--- src/rtl/au_gray_cnt_if.sv ---
// au_gray_cnt_if: control and count bus between a controller and the Gray counter
interface au_gray_cnt_if #(parameter int WIDTH = 8);
  logic             clr;
  logic             load;
  logic [WIDTH-1:0] d;
  logic             en;
  logic             dn;
  logic [WIDTH-1:0] g;
  logic [WIDTH-1:0] b;
  logic             wrap;
  modport master (output clr, load, d, en, dn, input g, b, wrap);
  modport slave  (input clr, load, d, en, dn, output g, b, wrap);
endinterface

--- src/rtl/au_gray_cnt.sv ---
// au_gray_cnt: binary/Gray up/down counter with registered Gray output and wrap pulse
module au_gray_cnt #(
  parameter int WIDTH = 8
) (
  input logic         clk,
  input logic         rst,
  au_gray_cnt_if.slave bus
);
  logic [WIDTH-1:0] b_q, g_q, b_step, b_nxt, g_nxt;
  logic             wrap_q, wrap_nxt;
  // next binary/Gray/wrap values; Gray comes from the next binary so both land on the same edge
  always_comb begin
    b_step   = bus.dn ? b_q - 1'b1 : b_q + 1'b1;
    b_nxt    = bus.clr ? '0 : bus.load ? bus.d : bus.en ? b_step : b_q;
    wrap_nxt = !bus.clr && !bus.load && bus.en && (bus.dn ? (b_q == '0) : (b_q == '1));
    g_nxt    = b_nxt ^ (b_nxt >> 1);
  end
  // state registers, cleared asynchronously
  always_ff @(posedge clk or posedge rst) begin
    if (rst) begin
      b_q    <= '0;
      g_q    <= '0;
      wrap_q <= 1'b0;
    end else begin
      b_q    <= b_nxt;
      g_q    <= g_nxt;
      wrap_q <= wrap_nxt;
    end
  end
  assign bus.b    = b_q;
  assign bus.g    = g_q;
  assign bus.wrap = wrap_q;
endmodule

--- src/flat_wrapper.sv ---
// flat-port wrapper written by rule: the top's interface ports become plain ports
module au_gray_cnt_flat 
#(
  parameter int WIDTH = 8
)
  (clk, rst, bus_clr, bus_load, bus_d, bus_en, bus_dn, bus_g, bus_b, bus_wrap);
  au_gray_cnt_if #(.WIDTH(WIDTH)) bus_i ();
  input logic clk;
  input logic rst;
  input wire logic [$bits(bus_i.clr)-1:0] bus_clr;
  input wire logic [$bits(bus_i.load)-1:0] bus_load;
  input wire logic [$bits(bus_i.d)-1:0] bus_d;
  input wire logic [$bits(bus_i.en)-1:0] bus_en;
  input wire logic [$bits(bus_i.dn)-1:0] bus_dn;
  output wire logic [$bits(bus_i.g)-1:0] bus_g;
  output wire logic [$bits(bus_i.b)-1:0] bus_b;
  output wire logic [$bits(bus_i.wrap)-1:0] bus_wrap;
  assign bus_i.clr = bus_clr;
  assign bus_i.load = bus_load;
  assign bus_i.d = bus_d;
  assign bus_i.en = bus_en;
  assign bus_i.dn = bus_dn;
  assign bus_g = bus_i.g;
  assign bus_b = bus_i.b;
  assign bus_wrap = bus_i.wrap;
  au_gray_cnt #(.WIDTH(WIDTH)) u_core (.clk(clk), .rst(rst), .bus(bus_i));
endmodule
--- config.mk ---
export PLATFORM = sky130hd
export DESIGN_NAME = au_gray_cnt_flat
export DESIGN_NICKNAME = d
export VERILOG_FILES = /design/src/rtl/au_gray_cnt_if.sv /design/src/rtl/au_gray_cnt.sv /design/src/flat_wrapper.sv
export SDC_FILE = /design/constraint.sdc
export NUM_CORES = 1
export LEC_CHECK = 0
export CAP_MARGIN = 20
export CELL_PAD_IN_SITES_DETAIL_PLACEMENT = 0
export CELL_PAD_IN_SITES_GLOBAL_PLACEMENT = 1
export CORE_MARGIN = 4
export CORE_UTILIZATION = 35
export DETAILED_ROUTE_END_ITERATION = 12
export PLACE_DENSITY_LB_ADDON = 0.1
export SYNTH_ARGS = -nofsm -noshare
export SYNTH_HDL_FRONTEND = slang
export SYNTH_SLANG_ARGS = --single-unit
--- constraint.sdc ---
create_clock -name clk -period 2.6 [get_ports clk]
set_input_delay 0.65 -clock clk [delete_from_list [all_inputs] [get_ports clk]]
set_output_delay 0.65 -clock clk [all_outputs]
set_load 0.01 [all_outputs]
==> impl_metrics.ini, run 1 <==
[power_and_ir_drop]
max-vdd-ir-drop_uv = 417.4
p_comb_share_pct = 40.6
swShare_pct = 30.47
p_leak_nw = 0.7300
power_switching_mw = 0.2340
p_int_mw = 0.5339
clkPwrFrac_pct = 20.7
p_per_area_nw_per_um2 = 484.8
p_seq_share_pct = 38.7

[synthesis]
syn_nets = 132
syn_area_per_cell_um2 = 9.739
yosysSeqAreaShare_pct = 37.04
ys_types = 40
synth_flop_cell = dfrtp_1
syn_area_um2 = 1081
ys_warn_count = 0
synth_edf_count = 0
syn_inst = 111
yosys_register_bits = 16
async_reset_ff_share_pct = 100.0

[drt]
wl_met2_um = 1232
top_layer = met4
wl_met3_um = 154
avgRoutedWirePerCell_um = 13.94
drt-pass1-iter-count = 4
drc_errors = 0
route.vias.total = 980
vias_per_cell = 5.158
ant_nets = 0
met1Wirelength_um = 1244
totalWireLength_um = 2648
drt_iter0_markers = 37

[global_route]
grt_antenna_before_repair = 0
grt_pass1_wl_um = 4443
grt_max_degree = 17
grt_usage_pct = 13.95
grt_pass1_vias = 963
overflow = 0

[die]
core_um2 = 2853
floorplan.die_area_um2 = 4042
initial_core_util_pct = 37.89
io_pins = 31
die_w_um = 63.58
rows = 19
die_y_um = 63.58

[clock_tree]
htreeDepth = 1
holdBufCountCts = 0
cts_setup_buffers = 0
numCtsBuffers = 3
cts_tree = yes
clk-insertion-delay-late_ps = 280
clockBufferDepth = 2
clkSinkCount = 16
clk_pin_slew_ps = 90
clk_root_buffer_cell = clkbuf_4

[placed_design]
placed_cell_area_um2 = 1536
place.gp.congestion = 0.8552
hpwl_um = 2145
portBuffers = 30

[layout]
area.growth.synth_to_final_pct = 46.53
mostFrequentLayoutCells = clkdlybuf4s50_1, buf_4, nor2_1
layout_commonest_cell = clkdlybuf4s50_1
drive_gt1_share_pct = 20.13
fillerInstances = 275
final_area_um2 = 1584
multi_input_area_um2 = 648.1
seq_area_um2 = 400.4
fin_nets = 181
diodes = 0

[job]
max_cap_viol_count = 0

[setup_path]
critPathRequiredTime_ps = 2770
path_buf_inv = 1
crit_chain = dlygate4sd2_1 -> ha_1 -> a211oi_1 -> o21ai_1 -> xor2_1 -> a21oi_1 -> nor2_1 -> xor2_1
worst-path-max-fanout = 8
path_common_cell = xor2_1
crit_family = compound AO/OA/AOI/OAI gates
worstSetupStartpointType = input pin
max_stage_delay_ps = 400
cp-end-kind = register
arrival_ps = 2580
crit_path_top_delay_cell = dlygate4sd2_1
critPathKind = in2reg

[sta]
slew_viol_final = 0
hold_viol_final = 0
post-route-min-period_ps = 2407
fin_crit_sh_pct = 92.56
rsz0062_at_grt = false
slew_headroom_pct = 60.64
fin_setup_tns_ps = 0
worst_slew_pin_slew_ps = 589.7
skew_ps = 6.233
max_freq_mhz = 415.5
finalSetupViolCount = 0

[status]
outcome = finished, final reports clean

[min_path]
hold_class = reg2reg
routing by layer:
| metal | vias to the layer above | track usage [%] |
|---|---|---|
| met3 | 2 | 4.796 |
| met4 | 0 | 3.504 |
| met2 | 28 | 22.69 |
| li1 | 496 | - |
| met1 | 454 | 17.62 |
| met5 | - | 0 |
repair_timing:
action                                  in CTS  in global routing
endpoints found under the hold margin        0                  0
pin swaps                                    0                  0
endpoints found under the setup margin       6                  4
resized for setup                            1                  2
final timing paths:
path | start | cells past startpoint | slack [ps] | endpoint
max reg2reg | u_core.bus.b[0]$_DFF_PP0_ | 7 | 510 | u_core.bus.g[5]$_DFF_PP0_
min reg2reg | u_core.bus.b[3]$_DFF_PP0_ | 2 | 710 | u_core.bus.b[3]$_DFF_PP0_
min in group asynchronous | rst | 2 | 720 | u_core.bus.g[5]$_DFF_PP0_
max | bus_dn | 8 | 190 | u_core.bus.g[5]$_DFF_PP0_
min | u_core.bus.b[3]$_DFF_PP0_ | 2 | 710 | u_core.bus.b[3]$_DFF_PP0_
max in group asynchronous | rst | 2 | 1490 | u_core.bus.b[0]$_DFF_PP0_
sequential cells by signal, summed over array words and instances (netlist names):
register         count
u_core.bus.b         8
u_core.bus.g         7
u_core.bus.wrap      1
cell type report:
| class | instances | area share, % |
|---|---|---|
| Clock buffer | 4 | 2.291 |
| Multi-Input combinational cell | 85 | 40.92 |
| Tap cell | 31 | 2.449 |
| Sequential cell | 16 | 25.28 |
| Timing Repair Buffer | 49 | 27.88 |
| Inverter | 5 | 1.185 |
through the flow:
stage,worst slack (ps),hold slack [ps],cells,power (mW),util (%)
after global routing,34.22,757.8,190,0.8198,55.53
after detailed placement,-457.2,689.7,186,0.6116,53.86
after floorplan,343.3,563.7,111,0.4642,-
after CTS,119.0,714.0,190,0.7738,55.09
final,193.3,707.8,190,0.7679,55.53
after global placement,-367.6,688.1,186,0.6098,53.86
worst min-delay path, delay by kind of cell (launching register included):
kind               cells  cell delay, ps
DFF                    1             470
AOI/OAI and AO/OA      1             120
and+or+nand+nor        1              80
power by group through the flow:
stage	sequential [mW]	combinational [mW]	clock, mW
after CTS	0.298	0.310	0.166
after floorplan	0.316	0.148	0
final	0.297	0.312	0.159
after global routing	0.301	0.344	0.174
after detailed placement	0.303	0.308	0
after global placement	0.303	0.306	0
cell usage after synthesis (2+ instances only):
| master | count | share of area (%) |
|---|---|---|
| a211oi_1 | 5 | 3.5 |
| xor2_1 | 6 | 4.9 |
| xnor2_1 | 3 | 2.4 |
| dfrtp_1 | 16 | 37 |
| o21ai_0 | 4 | 1.9 |
| nor4_1 | 2 | 1.2 |
| ha_1 | 6 | 6.9 |
| nor3_1 | 2 | 0.93 |
| o211ai_1 | 2 | 1.4 |
| a21oi_1 | 8 | 3.7 |
| mux2_2 | 2 | 2.1 |
| nor2_1 | 17 | 5.9 |
| buf_2 | 3 | 1.4 |
| nand2_1 | 2 | 0.69 |
| inv_1 | 5 | 1.7 |
| nand2b_1 | 2 | 1.2 |
| a21o_1 | 3 | 2.1 |
kinds of logic after synthesis:
| logic type | count (synthesis) | synth area share [%] |
|---|---|---|
| mux | 4 | 4.398 |
| compound gates | 33 | 22.92 |
| fa+ha+maj | 7 | 8.796 |
| xor+xnor | 10 | 8.797 |
| simple gates | 31 | 13.89 |
| flops | 16 | 37.04 |
| buf+inv | 10 | 4.166 |
Note: power is estimated with default switching activity, not from simulation.
==> run 2: changes to the inputs <==
--- a/config.mk
+++ b/config.mk
@@ -9,7 +9,7 @@
 export CELL_PAD_IN_SITES_DETAIL_PLACEMENT = 0
 export CELL_PAD_IN_SITES_GLOBAL_PLACEMENT = 1
 export CORE_MARGIN = 4
-export CORE_UTILIZATION = 35
+export CORE_UTILIZATION = 32
 export DETAILED_ROUTE_END_ITERATION = 12
 export PLACE_DENSITY_LB_ADDON = 0.1
 export SYNTH_ARGS = -nofsm -noshare
==> constraint.sdc (replaced) <==
create_clock -name clk -period 2.1 [get_ports clk]
set_input_delay 0.525 -clock clk [delete_from_list [all_inputs] [get_ports clk]]
set_output_delay 0.525 -clock clk [all_outputs]
set_load 0.01 [all_outputs]
==> impl_metrics.ini, run 2 (synthesis gave the netlist of run 1 again) <==
[drt]
route.vias.total = 1055
vias_per_cell = 4.907
drc_errors = 0
totalWireLength_um = 3047
avgRoutedWirePerCell_um = 14.17
drt_iter0_markers = 30
drt-pass1-iter-count = 4
ant_nets = 0

[clock_tree]
clk_pin_slew_ps = 90
cts_tree = yes
clkSinkCount = 16
numCtsBuffers = 3
clockBufferDepth = 2
htreeDepth = 1
clk_root_buffer_cell = clkbuf_4
clk-insertion-delay-late_ps = 280
holdBufCountCts = 0

[sta]
rsz0062_at_grt = true
max_freq_mhz = 483.1
slew_viol_final = 0
post-route-min-period_ps = 2070
fin_crit_sh_pct = 98.56
slew_headroom_pct = 59.67
finalSetupViolCount = 0
worst_slew_pin_slew_ps = 604.2
skew_ps = 3.972
hold_viol_final = 0

[power_and_ir_drop]
p_int_mw = 0.7010
clkPwrFrac_pct = 19.5
finalPower_mw = 1.013
max-vdd-ir-drop_uv = 337.6
p_leak_nw = 0.7981
p_seq_share_pct = 35.9
power_switching_mw = 0.3121
p_per_area_nw_per_um2 = 575.9
swShare_pct = 30.81
p_comb_share_pct = 44.6

[status]
outcome = finished, final reports clean

[die]
core_um2 = 3153
rows = 20
floorplan.die_area_um2 = 4372
die_y_um = 66.12
initial_core_util_pct = 34.29
die_w_um = 66.12
io_pins = 31

[layout]
fin_nets = 193
mostFrequentLayoutCells = buf_4, clkdlybuf4s50_1, nor2_1
drive_gt1_share_pct = 31.58
layout_commonest_cell = buf_4
fin_cells = 215
diodes = 0
largest_register_ffs = 8
area.growth.synth_to_final_pct = 62.73
fillerInstances = 301
utilization_pct = 55.79

[setup_path]
critPathKind = reg2reg
r2r_start = u_core.bus.b[1]$_DFF_PP0_
worst-path-max-fanout = 3
critPathRequiredTime_ps = 2310
rrSetupSlack_ps = 30
r2r-end = u_core.bus.g[5]$_DFF_PP0_
cp-end-kind = register
arrival_ps = 2280
reg2reg_depth = 7
worstSetupStartpointType = register

[global_route]
grt_usage_pct = 14.43
grt_max_degree = 17
grt_pass1_vias = 1089
overflow = 0
grt_pass1_wl_um = 4802
grt_antenna_before_repair = 0

[job]
max_cap_viol_count = 0

[placed_design]
hpwl_um = 2395
dp.cells = 210
portBuffers = 30
place.gp.congestion = 0.8815

[min_path]
hold_class = in2async
==> run 2: routing by layer <==
layer / global-route usage, % / wire, um
met3: 3.231 / 161
met2: 25.65 / 1540
met1: 17.97 / 1345
met5: 0 / 0
met4: 2.284 / 0
==> run 2: layout make-up <==
cell class	instances	area (um^2)	area share, %
Multi-Input combinational cell	85	709.4	40.33
Inverter	5	18.77	1.067
Clock buffer	4	36.28	2.063
Timing Repair Buffer	61	538.0	30.58
Tap cell	44	55.05	3.129
Sequential cell	16	401.6	22.83
==> run 2: power groups by stage <==
stage / Sequential (mW) / Clock (mW) / Combinational [mW]
2_1_floorplan: 0.391 / 0 / 0.190
3_3_place_gp: 0.368 / 0 / 0.422
3_5_place_dp: 0.368 / 0 / 0.422
4_1_cts: 0.364 / 0.205 / 0.436
5_1_grt: 0.368 / 0.218 / 0.491
6_report: 0.363 / 0.198 / 0.452
==> run 2: how the worst max path moves through the flow <==
stage | from | end | slack, ps | cells after the start
2_1_floorplan | u_core.bus.b[0]$_DFF_PP0_ | u_core.bus.g[5]$_DFF_PP0_ | 20 | 7
3_3_place_gp | bus_dn | u_core.bus.g[6]$_DFF_PP0_ | -660 | 9
3_5_place_dp | bus_dn | u_core.bus.g[6]$_DFF_PP0_ | -660 | 9
4_1_cts | bus_dn | u_core.bus.g[6]$_DFF_PP0_ | 10 | 10
5_1_grt | u_core.bus.b[1]$_DFF_PP0_ | u_core.bus.g[5]$_DFF_PP0_ | -90 | 7
6_report | u_core.bus.b[1]$_DFF_PP0_ | u_core.bus.g[5]$_DFF_PP0_ | 30 | 7
==> run 2: metrics by stage <==
step	setup slack [ps]	instance area (um^2)	hold slack, ps	TNS [ps]
2_1_floorplan	23.34	1095	438.7	0
3_3_place_gp	-664.1	1649	689.2	-6532
3_5_place_dp	-655.0	1649	694.1	-6378
4_1_cts	9.610	1727	618.6	0
5_1_grt	-86.77	1759	684.5	-159.1
6_report	30.16	1759	611.3	0
==> run 2: what timing repair did <==
action / 4_1_cts / 5_1_grt
setup endpoints to repair: 12 / 5
cloned: 0 / 0
resized for setup: 11 / 8
buffers inserted: 1 / 1
pin swaps: 6 / 7
==> run 2: worst max-delay path, stage by stage, from the launching register on <==
cell and delay, ps:
dfrtp_1 430, fa_2 390, a211oi_2 260, nor2_1 70
nor2_1 160, mux2_4 330, o21ai_4 210, xor2_1 160
==> run 3: changes to the inputs <==
--- a/config.mk
+++ b/config.mk
@@ -5,11 +5,12 @@
 export SDC_FILE = /design/constraint.sdc
 export NUM_CORES = 1
 export LEC_CHECK = 0
+export ABC_AREA = 1
 export CAP_MARGIN = 20
 export CELL_PAD_IN_SITES_DETAIL_PLACEMENT = 0
 export CELL_PAD_IN_SITES_GLOBAL_PLACEMENT = 1
 export CORE_MARGIN = 4
-export CORE_UTILIZATION = 32
+export CORE_UTILIZATION = 31
 export DETAILED_ROUTE_END_ITERATION = 12
 export PLACE_DENSITY_LB_ADDON = 0.1
 export SYNTH_ARGS = -nofsm -noshare
==> impl_metrics.ini, run 3 <==
[clock_tree]
clkSinkCount = 16
cts_setup_buffers = 0
clk_root_buffer_cell = clkbuf_8
clk-insertion-delay-late_ps = 240
clockBufferDepth = 2
htreeDepth = 1
numCtsBuffers = 3
clk_pin_slew_ps = 60
cts_tree = yes

[setup_path]
crit_path_top_delay_cell = dfrtp_1
critPathRequiredTime_ps = 2270
r2r_start = u_core.bus.b[1]$_DFF_PP0_
cp-end-kind = register
rrSetupSlack_ps = 240
reg2reg_depth = 7
crit_family = flip-flops
worst-path-max-fanout = 6
arrival_ps = 2030
r2r-end = u_core.bus.g[1]$_DFF_PP0_
path_buf_inv = 1
worstSetupStartpointType = register
crit_chain = fa_1 -> nand2_1 -> inv_1 -> o31ai_1 -> o21ai_1 -> nor2_4 -> xor2_1
max_stage_delay_ps = 470
critPathKind = reg2reg

[global_route]
grt_pass1_vias = 1123
overflow = 0
grt_pass1_wl_um = 5306
grt_antenna_before_repair = 0
grt_max_degree = 17
grt_usage_pct = 13.25

[synthesis]
synth-compound-area-share_pct = 8.247
synthAdderAreaFrac_pct = 7.835
syn_area_per_cell_um2 = 7.224
synth-simple-area-share_pct = 35.67
yosys_register_bits = 16
syn_inst = 168
yosys.area_share.xor_xnor_pct = 3.608
synth_edf_count = 0
yosysMostFrequentCell = nand2_1
ys_warn_count = 0
ys_types = 26
synth_area_leaders = dfrtp_1, nand2_1, inv_1, ha_1, nand3_1
synth_top_family_by_area = simple AND/OR/NAND/NOR gates
synth_top_area_cell = dfrtp_1
yosysSeqAreaShare_pct = 32.99
syn_nets = 189
netlist.area_leader.share_pct = 32.99
muxShareOfSynthArea_pct = 0
syn_area_um2 = 1214
synthTopCellsByCount = nand2_1, inv_1, dfrtp_1
synth_flop_cell = dfrtp_1
async_reset_ff_share_pct = 100.0

[placed_design]
place.gp.congestion = 0.7455
portBuffers = 30
dp_slack_ps = -476.6
placed_cell_area_um2 = 1613
dp.cells = 253
hpwl_um = 2548

[drt]
totalWireLength_um = 3114
route.vias.total = 1170
ant_nets = 0
drt_iter0_markers = 34
drt-pass1-iter-count = 4
vias_per_cell = 4.570
avgRoutedWirePerCell_um = 12.16
drc_errors = 0

[layout]
fin_nets = 231
final_area_um2 = 1649
diodes = 0
fillerInstances = 398
largest_register_ffs = 8
drive_gt1_share_pct = 15.38
fin_cells = 256
layout_commonest_cell = nand2_1
area.growth.synth_to_final_pct = 35.88
mostFrequentLayoutCells = nand2_1, clkdlybuf4s50_1, inv_1

[die]
die_w_um = 70.57
core_um2 = 3716
floorplan.die_area_um2 = 4980
io_pins = 31
initial_core_util_pct = 32.66
die_y_um = 70.57
rows = 22

[sta]
max_freq_mhz = 537.5
slew_viol_final = 0
fin_ws_ps = 239.4
hold_viol_final = 0
post-route-min-period_ps = 1861
fin_crit_sh_pct = 88.60
rsz0062_at_grt = false
skew_ps = 1.794
finalSetupViolCount = 0
slew_headroom_pct = 58.93
worst_slew_pin_slew_ps = 615.3

[min_path]
worstHoldPathCells = 2
hp-start = u_core.bus.b[2]$_DFF_PP0_
whs_endpoint = u_core.bus.wrap$_DFF_PP0_
hold_class = reg2reg

[power_and_ir_drop]
p_leak_nw = 0.8691
p_seq_share_pct = 37.9
p_per_area_nw_per_um2 = 588.4
clkPwrFrac_pct = 23.1
p_comb_share_pct = 38.9
swShare_pct = 32.78
max-vdd-ir-drop_uv = 385.5
power_switching_mw = 0.3181
p_int_mw = 0.6522

[job]
max_cap_viol_count = 0

[status]
outcome = finished, final reports clean
-- run 3: cell types whose count changed after synthesis, moves of 3 or more --
cell	previous run	this run
nand2_1	2	49
inv_1	5	23
nand3_1	0	14
a211oi_1	5	0
nand3_2	0	5
a21o_1	3	0
buf_2	3	0
inv_2	0	3
-- run 3: layout make-up --
type | count | area [um^2] | area share (%)
Sequential cell | 16 | 400.4 | 24.28
Tap cell | 48 | 60.06 | 3.642
Timing Repair Buffer | 41 | 377.9 | 22.91
Clock buffer | 3 | 41.29 | 2.504
Inverter | 26 | 97.59 | 5.918
Multi-Input combinational cell | 122 | 671.9 | 40.74
-- run 3: power by group through the flow --
| stage | Clock (mW) | Sequential, mW | Combinational, mW |
|---|---|---|---|
| detailed placement | 0 | 0.374 | 0.382 |
| CTS | 0.234 | 0.369 | 0.384 |
| finish | 0.225 | 0.368 | 0.378 |
| global route | 0.244 | 0.372 | 0.424 |
| global placement | 0 | 0.374 | 0.381 |
| floorplan | 0 | 0.385 | 0.203 |
-- run 3: what timing repair did --
item                       4_1_cts  5_1_grt
pin swaps                        0        0
setup endpoints to repair        9        1
gates resized for setup          1        2
hold buffers                     0        0
-- run 3: worst min-delay path: cells and delay by family, from the launching register on --
kind | cells | cell delay (ps)
flip-flops | 1 | 440
AND/OR/NAND/NOR | 1 | 100
AO/OA/AOI/OAI | 1 | 70
-- run 3: logic make-up after synthesis --
kind of cell,Yosys count
AND/OR/NAND/NOR,93
buffers and inverters,30
AO/OA/AOI/OAI,17
flip-flops,16
adder cells (fa/ha/maj),7
XOR/XNOR,5
-- run 3: metrics by stage --
step,power [mW],hold slack (ps),util [%],TNS (ps)
finish,0.9703,649.5,44.38,0
global route,1.040,674.5,44.38,0
CTS,0.9862,648.8,44.48,0
detailed placement,0.7560,630.2,43.40,-4022
global placement,0.7545,635.9,43.40,-3242
floorplan,0.5880,438.7,-,0
-- run 3: layer usage --
layer / routed length [um] / GRT usage, %
met5: 0 / 0
met2: 1524 / 22.77
met3: 124 / 3.125
met1: 1455 / 17.66
met4: 10 / 1.253
-- run 3: how the worst max path moves through the flow --
stage                              startpoint                   endpoint  slack [ps]  cells after the start
detailed placement                     bus_dn  u_core.bus.g[1]$_DFF_PP0_        -480                      8
CTS                                    bus_dn  u_core.bus.g[1]$_DFF_PP0_          60                      8
floorplan           u_core.bus.b[0]$_DFF_PP0_  u_core.bus.g[1]$_DFF_PP0_         410                      7
global placement                       bus_dn  u_core.bus.g[1]$_DFF_PP0_        -400                      8
finish              u_core.bus.b[1]$_DFF_PP0_  u_core.bus.g[1]$_DFF_PP0_         240                      7
global route        u_core.bus.b[4]$_DFF_PP0_  u_core.bus.g[6]$_DFF_PP0_         130                     11
